### config.mk
export PLATFORM = sky130hd
export DESIGN_NAME = spi_cmd_dispatch
export DESIGN_NICKNAME = d
export VERILOG_FILES = /design/src/rtl/gpu_spi_pkg.sv /design/src/rtl/sync_fifo.sv /design/src/rtl/spi_cmd_dispatch.sv
export SDC_FILE = /design/constraint.sdc
export NUM_CORES = 1
export LEC_CHECK = 0
export CORE_MARGIN = 2
export CORE_UTILIZATION = 50
export CTS_BUF_LIST = sky130_fd_sc_hd__clkbuf_8 sky130_fd_sc_hd__clkbuf_16
export DETAILED_ROUTE_END_ITERATION = 8
export PLACE_DENSITY = 0.69
export SYNTH_ARGS = -nofsm -noshare
export SYNTH_HDL_FRONTEND = slang
export SYNTH_SLANG_ARGS = --single-unit
### constraint.sdc
create_clock -name sys_clk -period 7.65 [get_ports sys_clk]
set_clock_uncertainty 0.15 [all_clocks]
set_input_delay 1.1475 -clock sys_clk [delete_from_list [all_inputs] [get_ports sys_clk]]
set_output_delay 1.1475 -clock sys_clk [all_outputs]
set_load 0.02 [all_outputs]
### src/rtl/gpu_spi_pkg.sv
// Shared types for the SPI command dispatcher: command word, FSM states and
// the fill pattern returned when a register read never answers.
package gpu_spi_pkg;

    typedef struct packed {
        logic        rw;
        logic [6:0]  addr;
        logic [63:0] data;
    } cmd_t;

    typedef enum logic [1:0] {
        ST_IDLE     = 2'd0,
        ST_ISSUE    = 2'd1,
        ST_WAIT_RSP = 2'd2
    } state_t;

    localparam logic [63:0] TIMEOUT_FILL = 64'hDEAD_BEEF_DEAD_BEEF;

endpackage

### src/rtl/sync_fifo.sv
// Single-clock FIFO with occupancy count; head entry is visible on dout
// without a pop, and push/pop are ignored when full/empty respectively.
module sync_fifo #(
    parameter int WIDTH = 72,
    parameter int DEPTH = 16
) (
    input  logic                     clk,
    input  logic                     rst_n,
    input  logic                     push,
    input  logic [WIDTH-1:0]         din,
    input  logic                     pop,
    output logic [WIDTH-1:0]         dout,
    output logic [$clog2(DEPTH):0]   count
);

    localparam int AW = $clog2(DEPTH);
    localparam int CW = AW + 1;
    localparam logic [CW-1:0] DEPTH_C = CW'(DEPTH);

    logic [WIDTH-1:0] mem [DEPTH];
    logic [AW-1:0]    wr_ptr;
    logic [AW-1:0]    rd_ptr;
    logic             do_push;
    logic             do_pop;

    // Fullness is judged on the registered count, so a same-cycle pop never frees a slot.
    assign do_push = push && (count != DEPTH_C);
    assign do_pop  = pop && (count != '0);
    assign dout    = mem[rd_ptr];

    always_ff @(posedge clk) begin
        if (do_push) begin
            mem[wr_ptr] <= din;
        end
    end

    always_ff @(posedge clk or negedge rst_n) begin
        if (!rst_n) begin
            wr_ptr <= '0;
            rd_ptr <= '0;
            count  <= '0;
        end else begin
            if (do_push) wr_ptr <= wr_ptr + AW'(1);
            if (do_pop)  rd_ptr <= rd_ptr + AW'(1);
            case ({do_push, do_pop})
                2'b10:   count <= count + CW'(1);
                2'b01:   count <= count - CW'(1);
                default: count <= count;
            endcase
        end
    end

endmodule

### src/rtl/spi_cmd_dispatch.sv
// Queues decoded SPI commands and issues them one at a time to the register
// file, holding off further commands while a read response is outstanding.
module spi_cmd_dispatch
    import gpu_spi_pkg::*;
#(
    parameter int FIFO_DEPTH  = 16,
    parameter int AFULL_LEVEL = 12,
    parameter int RSP_TIMEOUT = 255
) (
    input  logic                          sys_clk,
    input  logic                          sys_rst_n,
    input  logic                          spi_valid,
    input  logic                          spi_rw,
    input  logic [6:0]                    spi_addr,
    input  logic [63:0]                   spi_wdata,
    output logic [63:0]                   spi_rdata,
    output logic                          reg_req_valid,
    input  logic                          reg_req_ready,
    output logic                          reg_req_rw,
    output logic [6:0]                    reg_req_addr,
    output logic [63:0]                   reg_req_wdata,
    input  logic                          reg_rsp_valid,
    input  logic [63:0]                   reg_rsp_rdata,
    output logic [$clog2(FIFO_DEPTH):0]   fifo_count,
    output logic                          fifo_almost_full,
    output logic                          overflow_err,
    output logic                          timeout_err,
    input  logic                          err_clr
);

    localparam int CW  = $clog2(FIFO_DEPTH) + 1;
    localparam int WCW = $clog2(RSP_TIMEOUT + 1);
    localparam logic [CW-1:0]  FULL_C   = CW'(FIFO_DEPTH);
    localparam logic [CW-1:0]  AFULL_C  = CW'(AFULL_LEVEL);
    localparam logic [WCW-1:0] TMO_LAST = WCW'(RSP_TIMEOUT - 1);

    state_t         state;
    state_t         state_d;
    cmd_t           push_cmd;
    cmd_t           head_cmd;
    logic           fifo_full;
    logic           overflow_evt;
    logic           pop;
    logic           accept;
    logic           rsp_take;
    logic           timeout_evt;
    logic [WCW-1:0] wait_cnt;

    assign push_cmd         = '{rw: spi_rw, addr: spi_addr, data: spi_wdata};
    assign fifo_full        = (fifo_count == FULL_C);
    assign overflow_evt     = spi_valid && fifo_full;
    assign fifo_almost_full = (fifo_count >= AFULL_C);

    sync_fifo #(
        .WIDTH ($bits(cmd_t)),
        .DEPTH (FIFO_DEPTH)
    ) u_fifo (
        .clk   (sys_clk),
        .rst_n (sys_rst_n),
        .push  (spi_valid && !fifo_full),
        .din   (push_cmd),
        .pop   (pop),
        .dout  (head_cmd),
        .count (fifo_count)
    );

    // reg_req handshake: a request transfers on any cycle with reg_req_valid &&
    // reg_req_ready; while valid is high rw/addr/wdata stay stable and valid
    // only drops in the cycle after the transfer.
    always_comb begin
        state_d     = state;
        pop         = 1'b0;
        accept      = 1'b0;
        rsp_take    = 1'b0;
        timeout_evt = 1'b0;
        case (state)
            ST_IDLE: begin
                if (fifo_count != '0) begin
                    pop     = 1'b1;
                    state_d = ST_ISSUE;
                end
            end
            ST_ISSUE: begin
                if (reg_req_ready) begin
                    accept  = 1'b1;
                    state_d = reg_req_rw ? ST_WAIT_RSP : ST_IDLE;
                end
            end
            ST_WAIT_RSP: begin
                if (reg_rsp_valid) begin
                    rsp_take = 1'b1;
                    state_d  = ST_IDLE;
                end else if (wait_cnt == TMO_LAST) begin
                    timeout_evt = 1'b1;
                    state_d     = ST_IDLE;
                end
            end
            default: state_d = ST_IDLE;
        endcase
    end

    always_ff @(posedge sys_clk or negedge sys_rst_n) begin
        if (!sys_rst_n) state <= ST_IDLE;
        else            state <= state_d;
    end

    always_ff @(posedge sys_clk or negedge sys_rst_n) begin
        if (!sys_rst_n) begin
            reg_req_valid <= 1'b0;
            reg_req_rw    <= 1'b0;
            reg_req_addr  <= '0;
            reg_req_wdata <= '0;
            spi_rdata     <= '0;
            wait_cnt      <= '0;
            overflow_err  <= 1'b0;
            timeout_err   <= 1'b0;
        end else begin
            if (pop) begin
                reg_req_valid <= 1'b1;
                reg_req_rw    <= head_cmd.rw;
                reg_req_addr  <= head_cmd.addr;
                reg_req_wdata <= head_cmd.data;
            end else if (accept) begin
                reg_req_valid <= 1'b0;
            end

            // Counter runs only while staying in WAIT_RSP, so every entry starts at zero.
            if (state == ST_WAIT_RSP && state_d == ST_WAIT_RSP) wait_cnt <= wait_cnt + WCW'(1);
            else                                                wait_cnt <= '0;

            if (rsp_take)         spi_rdata <= reg_rsp_rdata;
            else if (timeout_evt) spi_rdata <= TIMEOUT_FILL;

            if (overflow_evt) overflow_err <= 1'b1;
            else if (err_clr) overflow_err <= 1'b0;

            if (timeout_evt)  timeout_err <= 1'b1;
            else if (err_clr) timeout_err <= 1'b0;
        end
    end

endmodule

==> impl_metrics.tcl <==
set metrics [dict create \
    status "complete, no violations" \
    syn_nets 2416 \
    synth-async-reset-ratio_pct 12.3 \
    postCtsSetupBuffers 0 \
    syn_inst 2262 \
    wl_mm 108 \
    path_clk_slew_ns 0.06 \
    drt-initial-drc-count 2293 \
    max_freq_mhz 249 \
    synth.most_common_cell "edfxtp_1" \
    report.final.slew_viol_count 0 \
    portBuffers 286 \
    yosysTopAreaCell "edfxtp_1" \
    max_cap_violations 0 \
    drt-pass1-iter-count 5 \
    start_util_pct 50.4 \
    dieArea_sq_um 102000 \
    crit_fanout 49 \
    yosysWarnings 0 \
    cts.sinks 1314 \
    setup_tns_ns 0 \
    seq_area_frac_synth_pct 78.1 \
    power_density_nw_per_um2 386 \
    crit_arrival_ns 4.21 \
    fp.dieW_um 319 \
    num_rows 115 \
    grt_overflow 0 \
    synthDistinctLibCells 42 \
    cpPeakStageDelay_ns 0.83 \
    grt_max_degree 167 \
    ctsLongestPathBuffers 3 \
    gp_congestion 0.761 \
    drc 0 \
    setup_ws_ns 3.63 \
    drive_above_1_share_pct 22.9 \
    cts.htree.levels 4 \
    slew-limit-headroom_pct 4.75 \
    grt_setup_unrepaired "no" \
    cp_slowest_cell "buf_4" \
    synth_edf_count 1152 \
    grtUsageTotal_pct 21.5 \
    reg2reg_slack_ns 3.98 \
    endpoint "u_fifo.mem[15][14]" \
    hold_buffers 0 \
    r2r_cells 5 \
    via_count 23800 \
    synth.avg_cell_area_sq_um 21.9 \
    hold_viol_final 0 \
    vias_per_cell 5.97 \
    coreArea_sq_um 98300 \
    synthTopCellsByCount "edfxtp_1 (1,152), mux4_2 (276), dfrtp_1 (162), o22ai_1 (138), a21oi_1 (76)" \
    pre_cts_ws_ns 2.80 \
    die_y_um 319 \
    path_cells "clkdlybuf4s50_1 -> a21boi_2 -> nand2_1 -> nor2_4 -> buf_4" \
    clk_latency_ns 0.73 \
    final-setup-viol-count 0 \
    power.leakage_nw 19.1 \
    nets 2747 \
    start_kind "primary input" \
    vdd_drop_max_mv 0.300 \
    cts_tree "built" \
    synth-seq-cells 1314 \
    rr_endpoint "u_fifo.mem[15][14]" \
    ys.flop_type "edfxtp_1" \
    area_growth_pct 17.5 \
    worst_pin_slew_ns 1.43 \
    setup.worst_path.end_class "flip-flop" \
    antenna_found_initial 4 \
    yosys.area.top_type_share_pct 69.9 \
    hp-start "spi_rdata[37]" \
    finalCriticalPeriod_ns 4.02 \
    post_cts_resize_count 0 \
    multi_input_area_sq_um 10200 \
    synth.cell_area_sq_um 49500 \
    period_share_pct 52.5 \
    hpwlAfterDp_mm 58.8 \
    io_pins 287 \
    grt_pass1_vias 25300 \
    n_fill_cell 6883 \
    root_buffer "clkbuf_16" \
    grt_pass1_wl_mm 162 \
    synth_area_leaders "edfxtp_1 (70%), mux4_2 (13%), dfrtp_1 (8.2%), o22ai_1 (1.7%), mux2_2 (1.7%)" \
    wl_per_cell_um 27.0 \
    worstHoldPathType "reg2reg" \
    critical_path_class "in2reg" \
    postRouteAntennaNets 0 \
    regArea_sq_um 38700 \
    critPathLaunch "spi_valid" \
    r2r-start "u_fifo.count[0]" \
    cp.required_ns 7.84 \
    numCtsBuffers 133 \
]
-- stage by stage --
| stage | cell area [sq um] | hold WS [ns] | cells | util [%] | total power [mW] |
|---|---|---|---|---|---|
| after floorplan | 49500 | 0.343 | 2262 | - | 13.9 |
| after global routing | 58100 | 0.352 | 3989 | 59.2 | 23.4 |
| final | 58100 | 0.339 | 3991 | 59.2 | 22.4 |
| after CTS | 58100 | 0.343 | 3988 | 59.2 | 22.7 |
| after global placement | 53700 | 0.326 | 3745 | 54.7 | 16.1 |
| after detailed placement | 53700 | 0.330 | 3745 | 54.7 | 16.2 |
-- flip-flops by register name, indices dropped and copies added, names as in the netlist --
register and count:
u_fifo.mem 1152, reg_req_wdata 64, overflow_err 1, reg_req_addr 7, u_fifo.count 5, timeout_err 1
state 2, u_fifo.wr_ptr 4, wait_cnt 8, u_fifo.rd_ptr 4, spi_rdata 64, reg_req_valid 1
reg_req_rw 1
-- worst min path at each step --
| stage | cells after the start | to |
|---|---|---|
| after floorplan | 1 | wait_cnt[0] |
| after global placement | 1 | spi_rdata[11] |
| after detailed placement | 1 | spi_rdata[59] |
| after CTS | 1 | spi_rdata[59] |
| after global routing | 1 | spi_rdata[48] |
| final | 1 | spi_rdata[37] |
-- critical path: cells and delay by family --
family | cells | cell delay [ns]
AND/OR/NAND/NOR | 2 | 1.18
buffers and inverters | 2 | 1.32
AO/OA/AOI/OAI | 1 | 0.48
-- metal layers --
| layer | share of wire, % | GRT usage, % |
|---|---|---|
| met5 | 0.026 | 0 |
| met4 | 2.6 | 7.40 |
| met3 | 6.0 | 3.83 |
| met2 | 50 | 35.7 |
| met1 | 41 | 29.1 |
-- placed cells by master (no fill, tap or decap), types with 5 or more instances in the layout --
| cell | n |
|---|---|
| nor2_1 | 13 |
| inv_6 | 5 |
| clkinv_8 | 6 |
| o22ai_1 | 138 |
| nand2_1 | 65 |
| a21oi_1 | 76 |
| mux4_2 | 276 |
| edfxtp_1 | 1152 |
| bufinv_16 | 12 |
| ha_1 | 11 |
| clkinv_1 | 12 |
| nand3_1 | 32 |
| dfrtp_1 | 159 |
| a22o_1 | 16 |
| mux2_2 | 73 |
| o22a_1 | 23 |
| clkbuf_8 | 14 |
| inv_1 | 47 |
| clkdlybuf4s50_1 | 285 |
| xor2_1 | 8 |
| nor2_4 | 12 |
| buf_4 | 36 |
| mux4_1 | 12 |
| xnor2_1 | 8 |
| clkinv_2 | 20 |
| o22ai_2 | 6 |
| o21ai_0 | 7 |
| clkbuf_16 | 134 |
-- logic make-up (layout without fill, tap and decap cells) --
group / after synthesis / count (layout) / synth area share [%]
DFF: 1314 / 1314 / 78.1
muxes: 362 / 362 / 14.9
AOI/OAI and AO/OA: 272 / 272 / 3.54
and+or+nand+nor: 144 / 144 / 1.31
buffers and inverters: 142 / 581 / 1.57
xor gates and xnor gates: 16 / 16 / 0.283
adders and majority gates: 12 / 12 / 0.319
other: 0 / 3 / 0
-- area by class of cell --
type,count,share of cell area (%)
Timing Repair Buffer,326,5.53
Inverter,12,0.0775
Clock inverter,96,1.52
Tap cell,1287,2.77
Antenna cell,3,0.0129
Multi-Input combinational cell,806,17.5
Clock buffer,147,6.07
Sequential cell,1314,66.5
-- power breakdown --
group          internal (mW)  switching, mW  total [mW]
logic                   3.07           3.48        6.54
clock network           3.75           2.68        6.44
registers               8.86          0.603        9.46
total                   15.7           6.76        22.4
No activity file was read; power rests on OpenSTA's default activity.
